==> src/rtl/serial_subtractor_pkg.sv <==
`default_nettype none
// ============================================================================
//  Module   : serial_subtractor_pkg
//  Purpose  : Shared types and constants for the bit-serial subtractor.
//             The package holds the FSM state enum, the default operand width
//             and a helper that sizes the bit counter.
//  Revision : 1.0  initial release
// ============================================================================
package serial_subtractor_pkg;

  // Default operand/result width in bits.
  localparam int WIDTH_DEFAULT = 8;

  // Controller states: waiting for a start, or shifting bits through.
  typedef enum logic [0:0] {
    IDLE = 1'b0,
    RUN  = 1'b1
  } state_t;

  // Bit counter width: ceil(log2(width+1)).
  function automatic int cnt_width(input int width);
    return $clog2(width + 1);
  endfunction

endpackage : serial_subtractor_pkg
`default_nettype wire

==> src/rtl/serial_subtractor_full_subtractor.sv <==
`default_nettype none
// ============================================================================
//  Module   : full_subtractor
//  Purpose  : One-bit full subtractor (x - y - bin) formed from two
//             half-subtractor stages. The first stage subtracts y from x,
//             the second subtracts the incoming borrow from that partial
//             difference; either stage may generate the outgoing borrow.
//  Revision : 1.0  initial release
// ============================================================================
module full_subtractor (
  input  logic x,
  input  logic y,
  input  logic bin,
  output logic diff,
  output logic bout
);

  logic hs1_diff;
  logic hs1_borrow;
  logic hs2_borrow;

  // First half subtractor: x - y.
  assign hs1_diff   = x ^ y;
  assign hs1_borrow = ~x & y;

  // Second half subtractor: (x - y) - bin.
  assign diff       = hs1_diff ^ bin;
  assign hs2_borrow = ~hs1_diff & bin;

  // A borrow leaves the bit if either stage needed one.
  assign bout = hs1_borrow | hs2_borrow;

endmodule : full_subtractor
`default_nettype wire

==> src/rtl/serial_subtractor.sv <==
`default_nettype none
// ============================================================================
//  Module   : serial_subtractor
//  Purpose  : Bit-serial unsigned subtractor, d = a - b mod 2^WIDTH.
//             A start in IDLE captures the operands; one bit is processed per
//             clock (LSB first) through a single full_subtractor cell, and
//             after WIDTH bits done pulses for one cycle with d and the final
//             borrow (bout). Results hold until the next accepted start.
//  Options  : SERIAL_SUBTRACTOR_OVF_EN adds a registered signed-overflow
//             output (ovf), updated together with done.
//  Revision : 1.0  initial release
// ============================================================================
module serial_subtractor
  import serial_subtractor_pkg::*;
#(
  parameter int WIDTH = WIDTH_DEFAULT
) (
  input  logic             clk,
  input  logic             rst_n,
  input  logic             start,
  input  logic [WIDTH-1:0] a,
  input  logic [WIDTH-1:0] b,
  output logic             busy,
  output logic             done,
  output logic [WIDTH-1:0] d,
  output logic             bout
`ifdef SERIAL_SUBTRACTOR_OVF_EN
  ,
  output logic             ovf
`endif
);

  localparam int               CNT_W    = cnt_width(WIDTH);
  localparam logic [CNT_W-1:0] LAST_BIT = CNT_W'(WIDTH - 1);

  state_t             state;
  logic [CNT_W-1:0]   bit_cnt;
  logic [WIDTH-1:0]   a_sh;      // minuend, shifted right one bit per cycle
  logic [WIDTH-1:0]   b_sh;      // subtrahend, shifted right one bit per cycle
  logic               borrow;    // borrow carried between bit positions
  logic               bit_diff;
  logic               bit_borrow;

`ifdef SERIAL_SUBTRACTOR_OVF_EN
  // Operand sign bits are kept aside because the shift registers lose them.
  logic               a_msb;
  logic               b_msb;
`endif

  // Per-bit arithmetic always works on the current LSBs of the shifters.
  full_subtractor u_bit (
    .x    (a_sh[0]),
    .y    (b_sh[0]),
    .bin  (borrow),
    .diff (bit_diff),
    .bout (bit_borrow)
  );

  // Controller, datapath shifters and registered outputs.
  always_ff @(posedge clk or negedge rst_n) begin
    if (!rst_n) begin
      state   <= IDLE;
      bit_cnt <= '0;
      a_sh    <= '0;
      b_sh    <= '0;
      borrow  <= 1'b0;
      busy    <= 1'b0;
      done    <= 1'b0;
      d       <= '0;
      bout    <= 1'b0;
`ifdef SERIAL_SUBTRACTOR_OVF_EN
      a_msb   <= 1'b0;
      b_msb   <= 1'b0;
      ovf     <= 1'b0;
`endif
    end else begin
      // done is a single-cycle pulse unless the last bit completes below.
      done <= 1'b0;
      case (state)
        IDLE: begin
          if (start) begin
            a_sh    <= a;
            b_sh    <= b;
            borrow  <= 1'b0;
            bit_cnt <= '0;
            d       <= '0;
            busy    <= 1'b1;
            state   <= RUN;
`ifdef SERIAL_SUBTRACTOR_OVF_EN
            a_msb   <= a[WIDTH-1];
            b_msb   <= b[WIDTH-1];
`endif
          end
        end

        RUN: begin
          // Difference bits enter at the MSB end so bit i lands at d[i]
          // after WIDTH shifts.
          a_sh    <= a_sh >> 1;
          b_sh    <= b_sh >> 1;
          borrow  <= bit_borrow;
          d       <= {bit_diff, d[WIDTH-1:1]};
          bit_cnt <= bit_cnt + 1'b1;
          if (bit_cnt == LAST_BIT) begin
            state <= IDLE;
            busy  <= 1'b0;
            done  <= 1'b1;
            bout  <= bit_borrow;
`ifdef SERIAL_SUBTRACTOR_OVF_EN
            // bit_diff is the result MSB being produced on this edge.
            ovf   <= (a_msb != b_msb) && (bit_diff != a_msb);
`endif
          end
        end

        default: begin
          state <= IDLE;
          busy  <= 1'b0;
        end
      endcase
    end
  end

endmodule : serial_subtractor
`default_nettype wire

==> config.mk <==
export PLATFORM = sky130hd
export DESIGN_NAME = serial_subtractor
export DESIGN_NICKNAME = d
export VERILOG_FILES = /design/src/rtl/serial_subtractor_pkg.sv /design/src/rtl/serial_subtractor_full_subtractor.sv /design/src/rtl/serial_subtractor.sv
export SDC_FILE = /design/constraint.sdc
export NUM_CORES = 1
export LEC_CHECK = 0
export ABC_AREA = 1
export BUFFER_PORTS_ARGS = -buffer_cell sky130_fd_sc_hd__buf_2
export CAP_MARGIN = 15
export CORE_MARGIN = 5
export CORE_UTILIZATION = 30
export CTS_CLUSTER_SIZE = 12
export DETAILED_ROUTE_END_ITERATION = 12
export PLACE_DENSITY_LB_ADDON = 0.05
export SLEW_MARGIN = 10
export SYNTH_ARGS = -nofsm -noshare
export SYNTH_HDL_FRONTEND = slang
export SYNTH_SLANG_ARGS = --single-unit
==> constraint.sdc <==
create_clock -name clk -period 1.65 [get_ports clk]
set_input_delay 0.33 -clock clk [delete_from_list [all_inputs] [get_ports clk]]
set_output_delay 0.33 -clock clk [all_outputs]
set_load 0.02 [all_outputs]
**Yosys cells after proc, flatten, opt, wreduce, memory -nomap -nowiden**

Cells that the tools add are included.
Widths: inputs -> output; s select.

- Flip-flop bits (word level): 33
- Bits in read-only memories: 0
- Input port bits: 19
- Output and inout port bits: 11
- Bits in latches: 0
- Memory bits (writable): 0
- Word-level logic and storage cells: 41
- Memories: 0

- Div/mod/pow operators: 0
- Order comparisons: 0
- Multipliers: 0
- Reductions and logical operators: 2
- Add/subtract/negate cells: 1
- Multiplexer cells: 18
- Bitwise gates (word level): 8
- Equal/unequal tests: 3
- Shift operators: 0

Operators by type and width:

| kind | number |
|---|---|
| $pmux 8 s2 | 3 |
| $mux 8 | 3 |
| $pmux 4 s2 | 1 |
| $mux 1 | 7 |
| $pmux 1 s2 | 3 |
| $add 4x1->4 const B | 1 |
| $eq 4x3->1 const B | 1 |
| $mux 4 | 1 |
| $reduce_and 2->1 | 2 |
| $not 1->1 | 3 |
| $and 1x1->1 | 2 |
| $ne 2x1->1 const B | 1 |
| $ne 2x2->1 const B | 1 |
| $xor 1x1->1 | 2 |
| $or 1x1->1 | 1 |

**Depth between registers and ports, before layout**

- Depth after elaboration: 5
- Depth in mapped cells: 6
- Gate-level depth less buffers: 6

**Cells and area by module**

A second synthesis with hierarchy kept.

- Cell total of the unflattened synthesis: 161
- Area, all modules: 1401.3 µm²

By module, submodules not included:

| module | sequential area each (µm²) | area an instance (µm²) | cells each | times used |
|---|---|---|---|---|
| serial_subtractor | 825.8 | 1370.1 | 157 | 1 |
| full_subtractor | 0.0 | 31.3 | 4 | 1 |

**Worst setup path after synthesis**

Ideal clock, no wire load.

- Kind: register to register
- Start point: reg b_sh[0]
- End point: reg d[7]
- Arrival: 0.946 ns
- Stages on the path, launching flop included: 5
- Setup time: 0.126 ns
- Path slack: 0.578 ns
- Required time: 1.524 ns
- Path buffers: 0
- Cells stage by stage: dfrtp_1 -> inv_1 -> fa_1 -> nand2_1 -> o21ai_0

- Word-level cells in the longest chain between the ends: 3

RTL lines:

| item | line | text |
|---|---|---|
| start: declaration | serial_subtractor.sv:39 | `logic [WIDTH-1:0] b_sh;` |
| start signal: assignment | serial_subtractor.sv:100 | `b_sh <= b_sh >> 1;` |
| $xor 1x1->1 | serial_subtractor_full_subtractor.sv:23 | `assign hs1_diff = x ^ y;` |
| $xor 1x1->1 | serial_subtractor_full_subtractor.sv:27 | `assign diff = hs1_diff ^ bin;` |
| $pmux 8 s2 | serial_subtractor.sv:79 | `case (state)` |
| end signal: assignment | serial_subtractor.sv:102 | `d <= {bit_diff, d[WIDTH-1:1]};` |
| end: declaration | serial_subtractor.sv:25 | `output logic [WIDTH-1:0] d,` |

No other way between the ends.
A chain may end at the register's enable or synchronous reset.

**Final worst setup path**

- Start point: reg state
- End point: reg state

- Word-level cells in the longest chain between the ends: 2

RTL lines:

| item | line | text |
|---|---|---|
| start: declaration | serial_subtractor.sv:36 | `state_t state;` |
| start signal: assignment | serial_subtractor.sv:62 | `state <= IDLE;` |
| start signal: assignment | serial_subtractor.sv:88 | `state <= RUN;` |
| start signal: assignment | serial_subtractor.sv:105 | `state <= IDLE;` |
| $not 1->1 | -- |  |
| $pmux 1 s2 * | serial_subtractor.sv:79 |  |

Mark *: on every way between the ends. The rest lies on a longest branch, timed or not.

==> metrics.txt <==
largest family of logic cells by synthesized area=simple AND/OR/NAND/NOR gates; mux cell area share after synthesis=0%; Worst-Margin Slew=424 ps; worst path required time=~1800 ps; Syn Std Cell Area=~1400 sq um; crit path kind=reg -> reg; initial antenna violation count=0; Post-synth top flop=dfrtp_1; Cells after DPL=240; ys async rst share=100%; synth warn=0; period utilisation layout=76.0%; Top-Level Pins=30; WL per Instance=12.1 microns; final total negative setup slack=0 ps; HP Class=in -> reg; nets=217; Post-Synth Adder-Cell Area=between 2 and 2.5%; Design Area, Final=about 1700 sq um; total CTS buffers=5; Crit Reg-Reg Endpoint=state$_DFF_PN0_; crit-path max FO=13; final-report setup violation count=0; Mean Syn Cell Area=slightly below 9 sq um; H-Tree Depth=2; fin cells=249; CTS sink cnt=33; Hold EP=b_sh[7]$_DFFE_PN0P_; clock latency at the later pin of the worst-skew pair=280 ps; total grt overflow=0; Synth top area share=59.3%; XOR/XNOR Fraction of Synth Area=0%; leading area contributor after synthesis=dfrtp_1; RR Startpoint=state$_DFF_PN0_; Rows=24; DRC Markers=0; largest net degree at the start of global routing=18; post-synthesis sequential area ratio=59.3%; clock root buffer=clkbuf_8; Synthesized Nets=180; die area=6100 sq um; Crit path top cell by count=nor2_1; Cells after Synth=159; Initial Utilization=31.5%; CTS clk-pin slew, worst paths=70 ps; r2r setup slk=400 ps; Compound-Gate Fraction of Synth Area=4.94%; Area contributors post-synth=dfrtp_1 (59%), nand2_1 (17%), nand3_1 (5.8%); Worst R2R Path Depth=6; via count=1089; ranking of synthesized cells by instance count=nand2_1 (64), dfrtp_1 (33), inv_1 (17); Post-Route Skew=8.31 ps; Synth cell types=16; Fin. Hold Viols=0; Slowest cell on crit path=dfrtp_1; antenna fix cells=0; hold depth=3; largest stage delay on the critical path=390 ps; Critical Path End Type=register; slew margin rel.=71.7%; max cap viols=0; fmax=~800 MHz; first-pass GRT wire length=5.33 mm; PwrDens=1900 nW/um^2; Placed Area=1620 sq um; count leader, synth=nand2_1; Post-synth EDFFs=0; vias in the first global route=1123; area added between synthesis and finish=25.3%; CP startpoint kind=register; hold path start=b[7]; DP HPWL=2.24 mm; leakage=0.941 nW; CTS tree=done; IO Port Bufs=29; Core Area=4410 sq um; die height=~78 microns; Crit. Startpoint=state$_DFF_PN0_; Final ANT Viol Nets=0; fin. max-slew vios=0; status=complete, no violations; RD Place Congestion=0.727; clock tree buffer depth=2; share of layout cells above drive strength 1=a little under a quarter; DR pass1 iterations=4; Post-Synth Simple-Gate Area=25.3%; minimum clock period=1250 ps; RSZ-0062 raised after global routing=false; CP cell instances=buf_4, inv_2, nor2_1, nand2_1, inv_1, nor2_1; Total Power=0.00331 W; Chip Width=78.1 microns; WP data arrival=1420 ps; initial drt markers=25; DR vias/cell=between 4 and 5; Yosys reg bits=33; Max VDD drop=581 uV; routed wire length=3.01 mm; GRT Util Overall=11.1%
## critical path, delay by kind of cell, from the launching register on
kind	cells	cell delay [ps]
and+or+nand+nor	3	270
DFF	1	390
buffers and inverters	3	460
## metrics by stage
stage / util (%) / hold WS (ps) / setup slack (ps)
2_1_floorplan: - / 34.4 / 578
3_3_place_gp: 36.7 / 298 / 379
3_5_place_dp: 36.7 / 299 / 388
4_1_cts: 39.5 / 230 / 382
5_1_grt: 39.5 / 248 / 311
6_report: 39.5 / 239 / 396
## per-layer routing
metal	routed length [microns]	vias to the layer above	track usage (%)
met1	1470	492	14.4
met3	205	4	4.69
li1	-	567	-
met4	40	0	5.07
met5	0	-	0
met2	1300	26	15.9
## registers in the layout, indices dropped and copies added (netlist names)
register	flops
a_sh	8
b_sh	8
bit_cnt	4
borrow	1
bout	1
busy	1
d	8
done	1
state	1
## layout make-up
class	count	area [sq um]
Tap cell	52	65.1
Multi-Input combinational cell	101	454
Timing Repair Buffer	36	213
Sequential cell	33	826
Clock inverter	1	30.0
Fill cell	452	2670
Inverter	19	71.3
Clock buffer	7	86.3
## layout by cell type (no fill, tap or decap)
cell type	n
clkbuf_1	1
nor2_2	1
clkbuf_8	6
nand3_1	16
nand2_1	64
dfrtp_1	33
inv_1	17
buf_2	29
o21ai_0	4
ha_1	1
a21oi_1	1
inv_2	2
buf_12	1
o22ai_1	7
fa_1	1
nor2_1	5
nand3b_1	1
buf_4	5
bufinv_16	1
dlygate4sd3_1	1
## kinds of logic after synthesis
kind of cell / count (synthesis)
simple gates: 87
compound gates: 12
flops: 33
buf+inv: 25
fa+ha+maj: 2
## repair_timing
item,in CTS,in global routing
hold buffers,1,0
endpoints found under the hold margin,10,0
buffers inserted,0,0
setup endpoints to repair,0,0
gates resized for setup,0,0
## worst max path at each step
stage,slack [ps],cells past startpoint,to
6_report,400,6,state$_DFF_PN0_
5_1_grt,310,6,state$_DFF_PN0_
4_1_cts,380,6,busy$_DFFE_PN0P_
3_5_place_dp,390,6,state$_DFF_PN0_
3_3_place_gp,380,6,state$_DFF_PN0_
2_1_floorplan,580,4,d[7]$_DFFE_PN0P_
## power breakdown
part           switching [W]  internal (W)  total, W
combinational       0.000764      0.000459   0.00122
clock               0.000287      0.000492  0.000779
sequential          0.000167       0.00114   0.00131
Power figures use the tool's default switching activity.
